--- src/rtl/note_envelope.sv ---
// rtl/note_envelope.sv - per-voice note select, phase increment ROM and ADSR envelope
// Lowest pressed key wins; all state advances only on sample_tick.
module note_envelope #(
  parameter int unsigned ATTACK_STEP  = 4,
  parameter int unsigned DECAY_STEP   = 1,
  parameter int unsigned SUSTAIN_LVL  = 192,
  parameter int unsigned RELEASE_STEP = 1
) (
  input  logic        Clk,
  input  logic        Reset,
  input  logic        sample_tick,
  input  logic [13:0] key_on,
  output logic [3:0]  note_idx,
  output logic [19:0] phase_inc,
  output logic [7:0]  amp,
  output logic        gate,
  output logic        active
);

  typedef enum logic [2:0] {
    IDLE    = 3'd0,
    ATTACK  = 3'd1,
    DECAY   = 3'd2,
    SUSTAIN = 3'd3,
    RELEASE = 3'd4
  } state_t;

  localparam logic [8:0] ATK9 = 9'(ATTACK_STEP);
  localparam logic [8:0] DEC9 = 9'(DECAY_STEP);
  localparam logic [8:0] SUS9 = 9'(SUSTAIN_LVL);
  localparam logic [7:0] DEC8 = 8'(DECAY_STEP);
  localparam logic [7:0] SUS8 = 8'(SUSTAIN_LVL);
  localparam logic [7:0] REL8 = 8'(RELEASE_STEP);

  state_t      state_q, state_d;
  logic [3:0]  note_idx_q, note_idx_d;
  logic [19:0] phase_inc_q, phase_inc_d;
  logic [7:0]  amp_q, amp_d;
  logic        gate_q, gate_d;
  logic        active_q, active_d;

  logic        pressed;
  logic [3:0]  sel;
  logic [8:0]  atk_sum;
  logic        atk_sat;
  logic        dec_floor;
  logic        rel_floor;
  logic        do_atk, do_dec, do_rel;

  // round(f * 2^20 / 48000) for C4..D5
  function automatic logic [19:0] phase_rom(input logic [3:0] idx);
    case (idx)
      4'd0:    phase_rom = 20'd5715;
      4'd1:    phase_rom = 20'd6055;
      4'd2:    phase_rom = 20'd6415;
      4'd3:    phase_rom = 20'd6797;
      4'd4:    phase_rom = 20'd7201;
      4'd5:    phase_rom = 20'd7629;
      4'd6:    phase_rom = 20'd8083;
      4'd7:    phase_rom = 20'd8563;
      4'd8:    phase_rom = 20'd9072;
      4'd9:    phase_rom = 20'd9612;
      4'd10:   phase_rom = 20'd10184;
      4'd11:   phase_rom = 20'd10789;
      4'd12:   phase_rom = 20'd11431;
      4'd13:   phase_rom = 20'd12830;
      default: phase_rom = 20'd0;
    endcase
  endfunction

  always_comb begin
    sel = 4'd0;
    for (int i = 13; i >= 0; i--) begin
      if (key_on[i]) sel = 4'(i);
    end
  end

  assign pressed   = |key_on;
  assign atk_sum   = {1'b0, amp_q} + ATK9;
  assign atk_sat   = atk_sum >= 9'd255;
  assign dec_floor = {1'b0, amp_q} <= (SUS9 + DEC9);
  assign rel_floor = amp_q <= REL8;

  always_comb begin
    state_d     = state_q;
    amp_d       = amp_q;
    note_idx_d  = note_idx_q;
    phase_inc_d = phase_inc_q;
    do_atk      = 1'b0;
    do_dec      = 1'b0;
    do_rel      = 1'b0;

    if (sample_tick) begin
      if (pressed && (state_q == IDLE || state_q == RELEASE || sel != note_idx_q)) begin
        // new note or legato: attack continues from the current amplitude
        note_idx_d  = sel;
        phase_inc_d = phase_rom(sel);
        do_atk      = 1'b1;
      end else if (pressed) begin
        do_atk = (state_q == ATTACK);
        do_dec = (state_q == DECAY);
      end else if (state_q != IDLE) begin
        do_rel = 1'b1;
      end
    end

    if (do_atk) begin
      amp_d   = atk_sat ? 8'd255 : atk_sum[7:0];
      state_d = atk_sat ? DECAY : ATTACK;
    end else if (do_dec) begin
      amp_d   = dec_floor ? SUS8 : (amp_q - DEC8);
      state_d = dec_floor ? SUSTAIN : DECAY;
    end else if (do_rel) begin
      amp_d   = rel_floor ? 8'd0 : (amp_q - REL8);
      state_d = rel_floor ? IDLE : RELEASE;
    end

    gate_d   = (state_d == ATTACK) || (state_d == DECAY) || (state_d == SUSTAIN);
    active_d = (state_d != IDLE);
  end

  always_ff @(posedge Clk) begin
    if (Reset) begin
      state_q     <= IDLE;
      note_idx_q  <= 4'd0;
      phase_inc_q <= 20'd0;
      amp_q       <= 8'd0;
      gate_q      <= 1'b0;
      active_q    <= 1'b0;
    end else begin
      state_q     <= state_d;
      note_idx_q  <= note_idx_d;
      phase_inc_q <= phase_inc_d;
      amp_q       <= amp_d;
      gate_q      <= gate_d;
      active_q    <= active_d;
    end
  end

  assign note_idx  = note_idx_q;
  assign phase_inc = phase_inc_q;
  assign amp       = amp_q;
  assign gate      = gate_q;
  assign active    = active_q;

endmodule

--- config.mk ---
export PLATFORM = sky130hd
export DESIGN_NAME = note_envelope
export DESIGN_NICKNAME = d
export VERILOG_FILES = /design/src/rtl/note_envelope.sv
export SDC_FILE = /design/constraint.sdc
export NUM_CORES = 1
export LEC_CHECK = 0
export CORE_ASPECT_RATIO = 1.75
export CORE_MARGIN = 5
export CORE_UTILIZATION = 35
export CTS_CLUSTER_DIAMETER = 50
export DETAILED_ROUTE_END_ITERATION = 7
export GPL_TIMING_DRIVEN = 0
export PLACE_DENSITY_LB_ADDON = 0.12
export SYNTH_ARGS = -nofsm -noshare
export SYNTH_HDL_FRONTEND = slang
export SYNTH_SLANG_ARGS = --single-unit
--- constraint.sdc ---
create_clock -name Clk -period 5.54 [get_ports Clk]
set_input_delay 0.554 -clock Clk [delete_from_list [all_inputs] [get_ports Clk]]
set_output_delay 0.554 -clock Clk [all_outputs]
set_load 0.02 [all_outputs]
==> flow_summary.toml <==
[cts]
cts_resized = 0
cts_buffers = 5
cts_tree = "built"
cts_buffer_depth = 2
cts_hold_buf = 0
cts_sinks = 31
cts_root_buf = "clkbuf_16"
h-tree-depth = 2
clk_pin_slew_ns = 0.05
postCtsSetupBuffers = 0
worstSkewPairLatency_ns = 0.28

[drt]
wl_per_cell_um = 16.2
drt_first_pass_iters = 4
avgViaCountPerCell = 5.56
antenna_left = 0
wl_um = 7580
drc_errors = 0
num_vias = 2596
drtIter0Drc = 165

[timing]
layout_min_cycle_time_ns = 3.63
max_freq_mhz = 275
rsz0062_at_grt = "false"
hold_viol_final = 0
fin_crit_sh_pct = 65.6
timing.hold.ws_ns = 0.451
maxSlewViolCount = 0
setup_viol = 0
fin_skew_ns = 0.00322
tns_ns = 0
relSlewSlack_pct = 43.1
tightest_slew_ns = 0.850

[synth]
syn_area_um2 = 2490
ys_top_cells_by_area = "dfxtp_1 25%, ha_1 7.0%, a21oi_1 5.8%, nor2_1 5.6%, nand2_1 4.7%"
synth_ff_type = "dfxtp_1"
synth_cells = 327
synth_seq_cells = 31
async_reset_ff_share_pct = 0
ys_seq_area_share_pct = 24.9
synthMostInstantiatedCell = "nor2_1"
synth_common_cells = "37 x nor2_1, 31 x dfxtp_1, 31 x nand2_1"
synth_cell_types = 67
synth_edf_count = 0
synth.largest_area_cell = "dfxtp_1"
yosys_warnings = 0
yosysTopAreaCellShare_pct = 24.9
synth_area_per_cell_um2 = 7.61

[worst_hold_path]
hp-class = "reg2reg"

[run_status]
outcome = "complete, no violations"

[layout]
regArea_um2 = 621
final_cells = 467
finalNetCount = 414
n_antenna_cell = 0
drive_above_1_share_pct = 9.92
synthToLayoutAreaGrowth_pct = 28.5
multi_input_area_um2 = 1710
final_util_pct = 46.3
num-fill-cells = 723

[global_route]
grt_max_degree = 11
overflow = 0
grt_usage_pct = 17.7
grt_pass1_vias = 2583
antenna_found_initial = 0
grt_pass1_wl_um = 12400

[power_and_ir_drop]
seqPwrFrac_pct = 30.4
leakage_uw = 0.00119
p_int_uw = 561
sw_frac_of_total_pct = 36.9
powerDensity_nw_per_um2 = 278
p_clk_share_pct = 30.8
max-vdd-ir-drop_uv = 122
power.switching_uw = 328
combinationalPowerShare_pct = 38.8

[setup_path]
critical_path.max_stage_delay_ns = 0.68
critical_path.most_common_cell = "or4_1"
slowest_stage = "or4_1"
worstSetupEndpointType = "flip-flop"
cp-start-kind = "input port"
worstPathMaxFanout = 8
crit_path_cell_trace = "clkdlybuf4s50_1 > or4_1 > or4_1 > nand4_1 > or4b_1 > buf_6 > a211oi_2 > nor2_1 > o21ai_0 > a311oi_2"
critPathKind = "in2reg"
critPathRequiredTime_ns = 5.73
worstPathArrival_ns = 3.82

[floorplanning]
die_h_um = 122
start_util_pct = 36.0
core_um2 = 6910
die_w_um = 73.7
die_area_um2 = 8960
rows = 40
ioPinCount = 51

[run]
cap_violations = 0

[placement]
place_hpwl_um = 6060
gp_congestion = 0.901
io_buffers = 44
dp.cells = 460
-- power by group through the flow --
stage | clock [uW] | sequential, uW | combinational, uW
6_report | 274 | 270 | 345
3_5_place_dp | 0 | 276 | 344
2_1_floorplan | 0 | 298 | 200
5_1_grt | 288 | 274 | 378
4_1_cts | 278 | 271 | 346
3_3_place_gp | 0 | 275 | 342
-- placed cells by master (no fill, tap or decap), types with 12 or more instances in the layout --
cell type / count
nor3_1: 16
nand3_1: 13
a21oi_1: 29
a211oi_1: 12
nor2_1: 37
clkdlybuf4s50_1: 44
inv_1: 16
nand2_1: 31
dfxtp_1: 31
ha_1: 14
-- sequential cells by signal, summed over array words and instances, names as in the netlist --
name       cells
amp            8
gate           1
note_idx       4
active         1
state_q        3
phase_inc     14
-- final timing paths --
kind	startpoint	end	slack, ns	depth (start not counted)
setup / recovery	key_on[3]	amp[3]	1.91	10
hold / removal	phase_inc[10]	phase_inc[10]	0.45	2
setup reg to reg	amp[2]	active	2.68	11
hold reg to reg	phase_inc[10]	phase_inc[10]	0.45	2
-- metrics by stage --
step	setup slack [ns]	area [um^2]	total power, uW
6_report	1.91	3200	889
5_1_grt	1.74	3200	940
4_1_cts	1.90	3200	895
3_5_place_dp	1.65	3050	620
3_3_place_gp	1.63	3050	617
2_1_floorplan	2.40	2510	499
-- layout make-up --
class	instances	area share, %
inverter	16	1.88
clock inverter	1	0.157
sequential	31	19.4
timing repair buffer	44	13.8
clock buffer	6	4.35
multi-input combinational	264	53.6
tap	84	3.29
buffer	21	3.52
-- layer usage --
metal | global-route usage (%) | wire [um]
met1 | 16.8 | 2670
met2 | 33.8 | 4240
met3 | 2.74 | 309
met4 | 10.7 | 353
met5 | 0 | 0
-- worst max-delay path: cells and delay by family --
kind | cells | cell delay (ns)
simple gates | 5 | 1.97
buf+inv | 2 | 0.68
compound gates | 3 | 0.61
-- cell families (layout without fill, tap and decap cells) --
family | Yosys count | after routing | share of synthesized area [%]
buffers and inverters | 37 | 88 | 6.94
DFF | 31 | 31 | 24.9
muxes | 1 | 1 | 0.402
and+or+nand+nor | 135 | 135 | 28.0
adders and majority gates | 14 | 14 | 7.04
AOI/OAI and AO/OA | 106 | 106 | 31.8
xor gates and xnor gates | 2 | 2 | 0.704
other | 1 | 6 | 0.151
Note: power is estimated with default switching activity, not from simulation.
